--- config.mk ---
export PLATFORM = sky130hd
export DESIGN_NAME = dense_output_argmax_reader
export DESIGN_NICKNAME = d
export VERILOG_FILES = /design/src/rtl/dense_output_argmax_reader.sv
export SDC_FILE = /design/constraint.sdc
export NUM_CORES = 1
export LEC_CHECK = 0
export CAP_MARGIN = 20
export CELL_PAD_IN_SITES_DETAIL_PLACEMENT = 2
export CELL_PAD_IN_SITES_GLOBAL_PLACEMENT = 2
export CORE_MARGIN = 4
export CORE_UTILIZATION = 31
export CTS_BUF_LIST = sky130_fd_sc_hd__clkbuf_4 sky130_fd_sc_hd__clkbuf_8
export DETAILED_ROUTE_END_ITERATION = 12
export GPL_ROUTABILITY_DRIVEN = 0
export PLACE_DENSITY = 0.81
export SLEW_MARGIN = 5
export SYNTH_ARGS = -nofsm -noshare
export SYNTH_HDL_FRONTEND = slang
export SYNTH_SLANG_ARGS = --single-unit
--- constraint.sdc ---
create_clock -name clk -period 2.3 [get_ports clk]
set_input_delay 0.46 -clock clk [delete_from_list [all_inputs] [get_ports clk]]
set_output_delay 0.46 -clock clk [all_outputs]
set_load 0.05 [all_outputs]
--- src/rtl/dense_output_argmax_reader.sv ---
// dense_output_argmax_reader: starts the dense layer, then sweeps its logits for the signed argmax.
// Optional watchdog in WAIT_DONE enabled by CLASSIFIER_TIMEOUT_EN.
module dense_output_argmax_reader #(
  parameter int NUM_CLASSES    = 9,
  parameter int DATA_W         = 32,
  parameter int ADDR_W         = 4,
  parameter int TIMEOUT_CYCLES = 1048576
) (
  input  logic              clk,
  input  logic              resetn,
  input  logic              req,
  input  logic [4:0]        image_index,
  output logic              busy,
  output logic              layer_start,
  output logic [4:0]        layer_image_index,
  input  logic              layer_done,
  output logic [ADDR_W-1:0] layer_read_addr,
  input  logic [DATA_W-1:0] layer_read_data,
  output logic              result_valid,
  output logic [3:0]        result_class,
  output logic [DATA_W-1:0] result_score,
  output logic              timeout
);
  typedef enum logic [1:0] {IDLE, WAIT_DONE, READ} state_t;
  state_t state, state_n;
  logic done_q, done_rise, last, better, to_hit, accept;
  logic signed [DATA_W-1:0] max_v;
  logic [3:0] max_c;
  assign accept = (state == IDLE) && req;
  assign done_rise = layer_done & ~done_q;
  assign last = layer_read_addr == ADDR_W'(NUM_CLASSES - 1);
  assign better = (layer_read_addr == '0) || ($signed(layer_read_data) > max_v);
  assign busy = state != IDLE;
`ifdef CLASSIFIER_TIMEOUT_EN
  localparam int CNT_W = $clog2(TIMEOUT_CYCLES + 1);
  logic [CNT_W-1:0] cnt;
  logic timeout_r;
  assign to_hit = cnt == CNT_W'(TIMEOUT_CYCLES - 1);
  assign timeout = timeout_r;
  always_ff @(posedge clk or negedge resetn)
    if (!resetn) begin
      cnt <= '0;
      timeout_r <= 1'b0;
    end else begin
      cnt <= accept ? '0 : (state == WAIT_DONE) ? cnt + 1'b1 : cnt;
      timeout_r <= (state == WAIT_DONE) && !done_rise && to_hit;
    end
`else
  assign to_hit = 1'b0;
  assign timeout = 1'b0;
`endif
  always_comb begin
    state_n = state;
    unique case (state)
      IDLE:      state_n = req ? WAIT_DONE : IDLE;
      WAIT_DONE: state_n = done_rise ? READ : to_hit ? IDLE : WAIT_DONE;
      READ:      state_n = last ? IDLE : READ;
      default:   state_n = IDLE;
    endcase
  end
  always_ff @(posedge clk or negedge resetn)
    if (!resetn) begin
      state <= IDLE;
      done_q <= 1'b0;
      layer_start <= 1'b0;
      layer_image_index <= '0;
      layer_read_addr <= '0;
      result_valid <= 1'b0;
      result_class <= '0;
      result_score <= '0;
      max_v <= '0;
      max_c <= '0;
    end else begin
      state <= state_n;
      done_q <= layer_done;
      layer_start <= accept;
      result_valid <= 1'b0;
      if (accept) begin
        layer_image_index <= image_index;
        layer_read_addr <= '0;
      end
      if (state == WAIT_DONE && done_rise) layer_read_addr <= '0;
      if (state == WAIT_DONE && !done_rise && to_hit) begin
        result_valid <= 1'b1;
        result_class <= 4'hF;
        result_score <= '0;
      end
      if (state == READ) begin
        if (better) begin
          max_v <= $signed(layer_read_data);
          max_c <= 4'(layer_read_addr);
        end
        if (!last) layer_read_addr <= layer_read_addr + 1'b1;
        if (last) begin
          result_valid <= 1'b1;
          result_class <= better ? 4'(layer_read_addr) : max_c;
          result_score <= better ? layer_read_data : max_v;
        end
      end
    end
endmodule

# Word-level counts from Yosys, hierarchy flattened
# Cells that the tools add are included.
# totals
ff_bits,86
in_bits,41
output_inout_bits,49
wordCells,36
# op_classes
addsub,1
magnitude_cmp,1
n_eq_ne,3
mux,12
bitwise,2
reduce_logical,7
# op_table
op,n
$gt 32x32->1,1
$mux 32,1
$mux 4,5
$pmux 2 s3,1
$add 4x1->4 const B,1
$eq 4x4->1 const B,1
$logic_not 4->1,1
$mux 2,2
$mux 1,3
$eq 2x1->1 const B,1
$eq 2x2->1 const B,1
$logic_and 1x1->1,2
$logic_not 2->1,1
$reduce_and 2->1,1
$reduce_bool 2->1,1
$and 1x1->1,1
$logic_or 1x1->1,1
$not 1->1,1

# Longest topological paths before layout
# Gate-level depths: netlist of the first run.
# depth
ltp_word,6
depth_mapped,13

# Least setup slack after synthesis of the first run
# Ideal clock, no wire load.
# synth_path
path_kind,in2reg
startpoint,input layer_read_data[21]
endpoint,register max_v[10]
setup_ns,0.127
t_arrival_ns,2.519
setup_slack_ns,-0.347
cell_stages,10
cell_sequence,ha_1 > a21oi_1 > o21ai_0 > a221oi_1 > o21ai_1 > o31a_1 > buf_2 > o21ai_4 > buf_6 > mux2_1
# synth_between
elab_chain_cells,3
# synth_lines
element,line_no,text
"start, declared",18,"input logic [DATA_W-1:0] layer_read_data,"
$gt 32x32->1,32,assign better = (layer_read_addr == '0) || ($signed(layer_read_data) > max_v);
$logic_or 1x1->1,32,
$mux 32,n/a,
"end signal, assigned",90,max_v <= $signed(layer_read_data);
"end, declared",27,logic signed [DATA_W-1:0] max_v;
# Every way passes these cells.
# A chain may end at the register's enable or synchronous reset.

# Worst setup path after layout of the first run
# layout_path
startpoint,register max_v[3]
endpoint,register max_v[23]
# layout_between
elab_chain_cells,3
# layout_lines
element,line_no
$gt 32x32->1,32
$logic_or 1x1->1,32
$mux 32,n/a
# Every way passes these cells.

==> results.json, run 1 <==
{
  "outcome": "finished, violations left",
  "violations": "negative hold slack, negative setup slack",
  "seq_area_frac_synth": 0.488,
  "dr.first_iter.drc_count": 170,
  "antenna_left": 0,
  "regArea_mm2": 0.00215,
  "ir_worst_vdd_v": 0.000469,
  "cts_num_sinks": 86,
  "area_delta_synth_final_pct": 60.3,
  "dr.pass1.iters": 4,
  "cp_common_cell": "buf_12",
  "critical_path_class": "reg2reg",
  "switchingPower_mw": 4.63,
  "tightest_slew_ns": 0.576,
  "avgSynthCellArea_um2": 10.9,
  "numCtsBuffers": 9,
  "via_count": 3909,
  "final_common_cell": "dfrtp_1",
  "finalCritPeriodShare": 1.32,
  "grt-ovfl-total": 0,
  "leakage_nw": 3.43,
  "ios": 90,
  "worstPathArrival_ns": 3.30,
  "die_x_um": 127,
  "finalWirelength_um": 19600,
  "port_buffers": 88,
  "slew_headroom": 0.615,
  "syn_nets": 481,
  "core_mm2": 0.0139,
  "avgRoutedWirePerCell_um": 25.9,
  "yosys_warnings": 0,
  "crit_family": "compound AO/OA/AOI/OAI gates",
  "dp_cells": 715,
  "combPwrFrac": 0.654,
  "post-dp-hpwl_um": 10000,
  "vias_per_cell": 5.17,
  "cts_tree": "built",
  "fmax_ghz": 0.330,
  "layout_common_cells": "86 x dfrtp_1, 63 x buf_4, 56 x clkdlybuf4s50_1",
  "fillers": 1353,
  "n_antenna_cell": 0,
  "timing.setup.tns_ns": -44.83,
  "design.die.area_mm2": 0.0162,
  "cap_violations": 0,
  "use_met2": 0.407,
  "min_period_ns": 3.03,
  "synth.distinct_cells": 37,
  "synth_area_mm2": 0.00441,
  "setup_violations": 72,
  "worst_path_largest_cell_delay_ns": 0.42,
  "use_met1": 0.254,
  "fin_nets": 647,
  "path_max_fanout": 6,
  "rows": 43,
  "final_cells": 756,
  "grt_max_degree": 45,
  "preCtsSetupSlack_ns": -1.29,
  "ys_ff_latch": 86,
  "cts_root_buf": "clkbuf_8",
  "postLayoutSetupSlackWorst_ns": -0.731,
  "crit_path_cell_trace": "inv_1 -> ha_4 -> a21oi_1 -> a2111oi_4 -> nor3_2 -> o21ai_2 -> o31a_2 -> o21ai_4 -> buf_12 -> buf_12 -> mux2_4",
  "multi_input_area_mm2": 0.00258,
  "slew_viol_final": 0,
  "die_h_um": 127,
  "critPathBufInv": 3,
  "grt_pass1_vias": 4540,
  "p_per_area_mw_per_mm2": 1510,
  "syn_inst": 406,
  "track_usage": 0.220,
  "clock_path_buffers": 2,
  "rsz0062_at_grt": "yes",
  "hold_viol": 21,
  "initial_utilization": 0.317,
  "clk_pin_slew_ns": 0.10,
  "switching_share": 0.434,
  "hold_path_class": "in2async",
  "grt-busiest-layer": "met2",
  "cp_slowest_cell": "o31a_2",
  "skew_ns": 0.0187,
  "holdWs_ns": -0.0172,
  "clkPwrFrac": 0.107,
  "p_int_mw": 6.04,
  "grt_pass1_wl_um": 27200,
  "endpoint_kind": "flip-flop",
  "antenna_found_initial": 1,
  "p_seq_frac": 0.240,
  "insertion_delay_ns": 0.40,
  "drive_above_1_share": 0.349,
  "cts_max_level": 3,
  "gr-usage-met3": 0.0326,
  "critPathRequiredTime_ns": 2.57,
  "power_mw": 10.7,
  "cp-start-kind": "flip-flop",
  "drcViolationCount": 0
}
power by group through the flow:
stage	Sequential (mW)	Clock (mW)	Combinational [mW]
finish	2.56	1.14	6.97
global route	2.62	1.22	7.33
CTS	2.49	1.12	6.02
detailed placement	2.50	0	4.70
global placement	2.43	0	4.46
floorplan	3.29	0	2.11
worst register-to-register path: stages, from the launching register on:
cell,delay (ns)
dfrtp_1,0.41
inv_1,0.18
ha_4,0.26
a21oi_1,0.30
a2111oi_4,0.13
nor3_2,0.29
o21ai_2,0.09
o31a_2,0.42
o21ai_4,0.21
buf_12,0.18
buf_12,0.15
mux2_4,0.31
synthesized netlist by cell type:
cell | instances | area, um^2
conb_1 | 1 | 3.75
nor2b_1 | 4 | 25.0
a211oi_1 | 3 | 22.5
dfrtp_1 | 86 | 2150
nand3_1 | 6 | 30.0
nor3_1 | 3 | 15.0
nand2b_1 | 2 | 12.5
nand3b_1 | 1 | 7.51
a221oi_1 | 1 | 8.76
nand2_1 | 50 | 188
a211o_1 | 1 | 8.76
o21ai_0 | 42 | 210
clkbuf_1 | 8 | 30.0
mux2_2 | 10 | 113
o31a_1 | 1 | 8.76
buf_4 | 3 | 22.5
o211ai_1 | 1 | 7.51
ha_1 | 34 | 425
or4_1 | 1 | 7.51
nor2_1 | 8 | 30.0
inv_1 | 38 | 143
nand4_1 | 7 | 43.8
buf_2 | 1 | 5.00
a21boi_0 | 1 | 7.51
mux2_1 | 29 | 327
o21ai_1 | 1 | 5.00
o21a_1 | 1 | 7.51
or2_2 | 1 | 6.26
o31ai_1 | 1 | 7.51
mux2i_1 | 34 | 340
nor4_1 | 1 | 6.26
a21o_1 | 3 | 22.5
a32o_1 | 1 | 10.0
a21oi_1 | 14 | 70.1
a2111oi_0 | 1 | 8.76
buf_6 | 5 | 56.3
o21ai_4 | 1 | 16.3
state kept, by name, indices dropped and copies added, names as in the netlist:
register,cells
done_q,1
layer_image_index,5
layer_read_addr,4
layer_start,1
max_c,4
max_v,32
result_class,4
result_score,32
result_valid,1
state,2
path summary, 6_finish.rpt:
kind	start	end	slack (ns)	cells past startpoint
worst max register to register	max_v[3]	max_v[23]	-0.73	11
worst min-delay path	resetn	max_v[7]	-0.02	1
max in group asynchronous	resetn	result_score[19]	1.69	2
worst max-delay path	max_v[3]	max_v[23]	-0.73	11
worst min register to register	result_score[24]	result_score[24]	0.50	2
min in group clk	layer_read_data[8]	max_v[8]	0.48	2
cell families after synthesis:
family	share of synthesized area
flip-flops	0.488
AO/OA/AOI/OAI	0.0956
adder cells (fa/ha/maj)	0.0965
multiplexers	0.177
other	0.000850
AND/OR/NAND/NOR	0.0843
buffers and inverters	0.0582
per-layer routing:
layer | wire length [um] | up-vias
met3 | 555 | 46
met5 | 13 | -
met2 | 10300 | 105
met4 | 852 | 2
met1 | 7810 | 2023
li1 | - | 1733
what timing repair did:
item,in CTS,in global routing
pin swaps,32,17
setup buffers,14,4
setup endpoints to repair,73,72
gates cloned,7,1
gates resized for setup,125,48
hold buffers,0,0
hold endpoints to repair,0,0
stage by stage:
step	cell area, um^2	util
2_1_floorplan	4520	-
3_3_place_gp	5990	0.430
3_5_place_dp	5990	0.430
4_1_cts	6790	0.488
5_1_grt	7070	0.507
6_report	7070	0.507
area by class of cell:
cell class,instances,area share
tap,180,0.0319
timing repair buffer,172,0.252
multi-input combinational,265,0.364
clock buffer,15,0.0274
sequential,86,0.304
inverter,38,0.0202
Note: power is estimated with default switching activity, not from simulation.
==> run 2, diff against run 1 <==
Settings changed: ABC_CLOCK_PERIOD_IN_PS from default to 2300, GPL_ROUTABILITY_DRIVEN 0 to default.
==> results of run 2 <==
Final layout, timing and power as in run 1 (identical DEF).
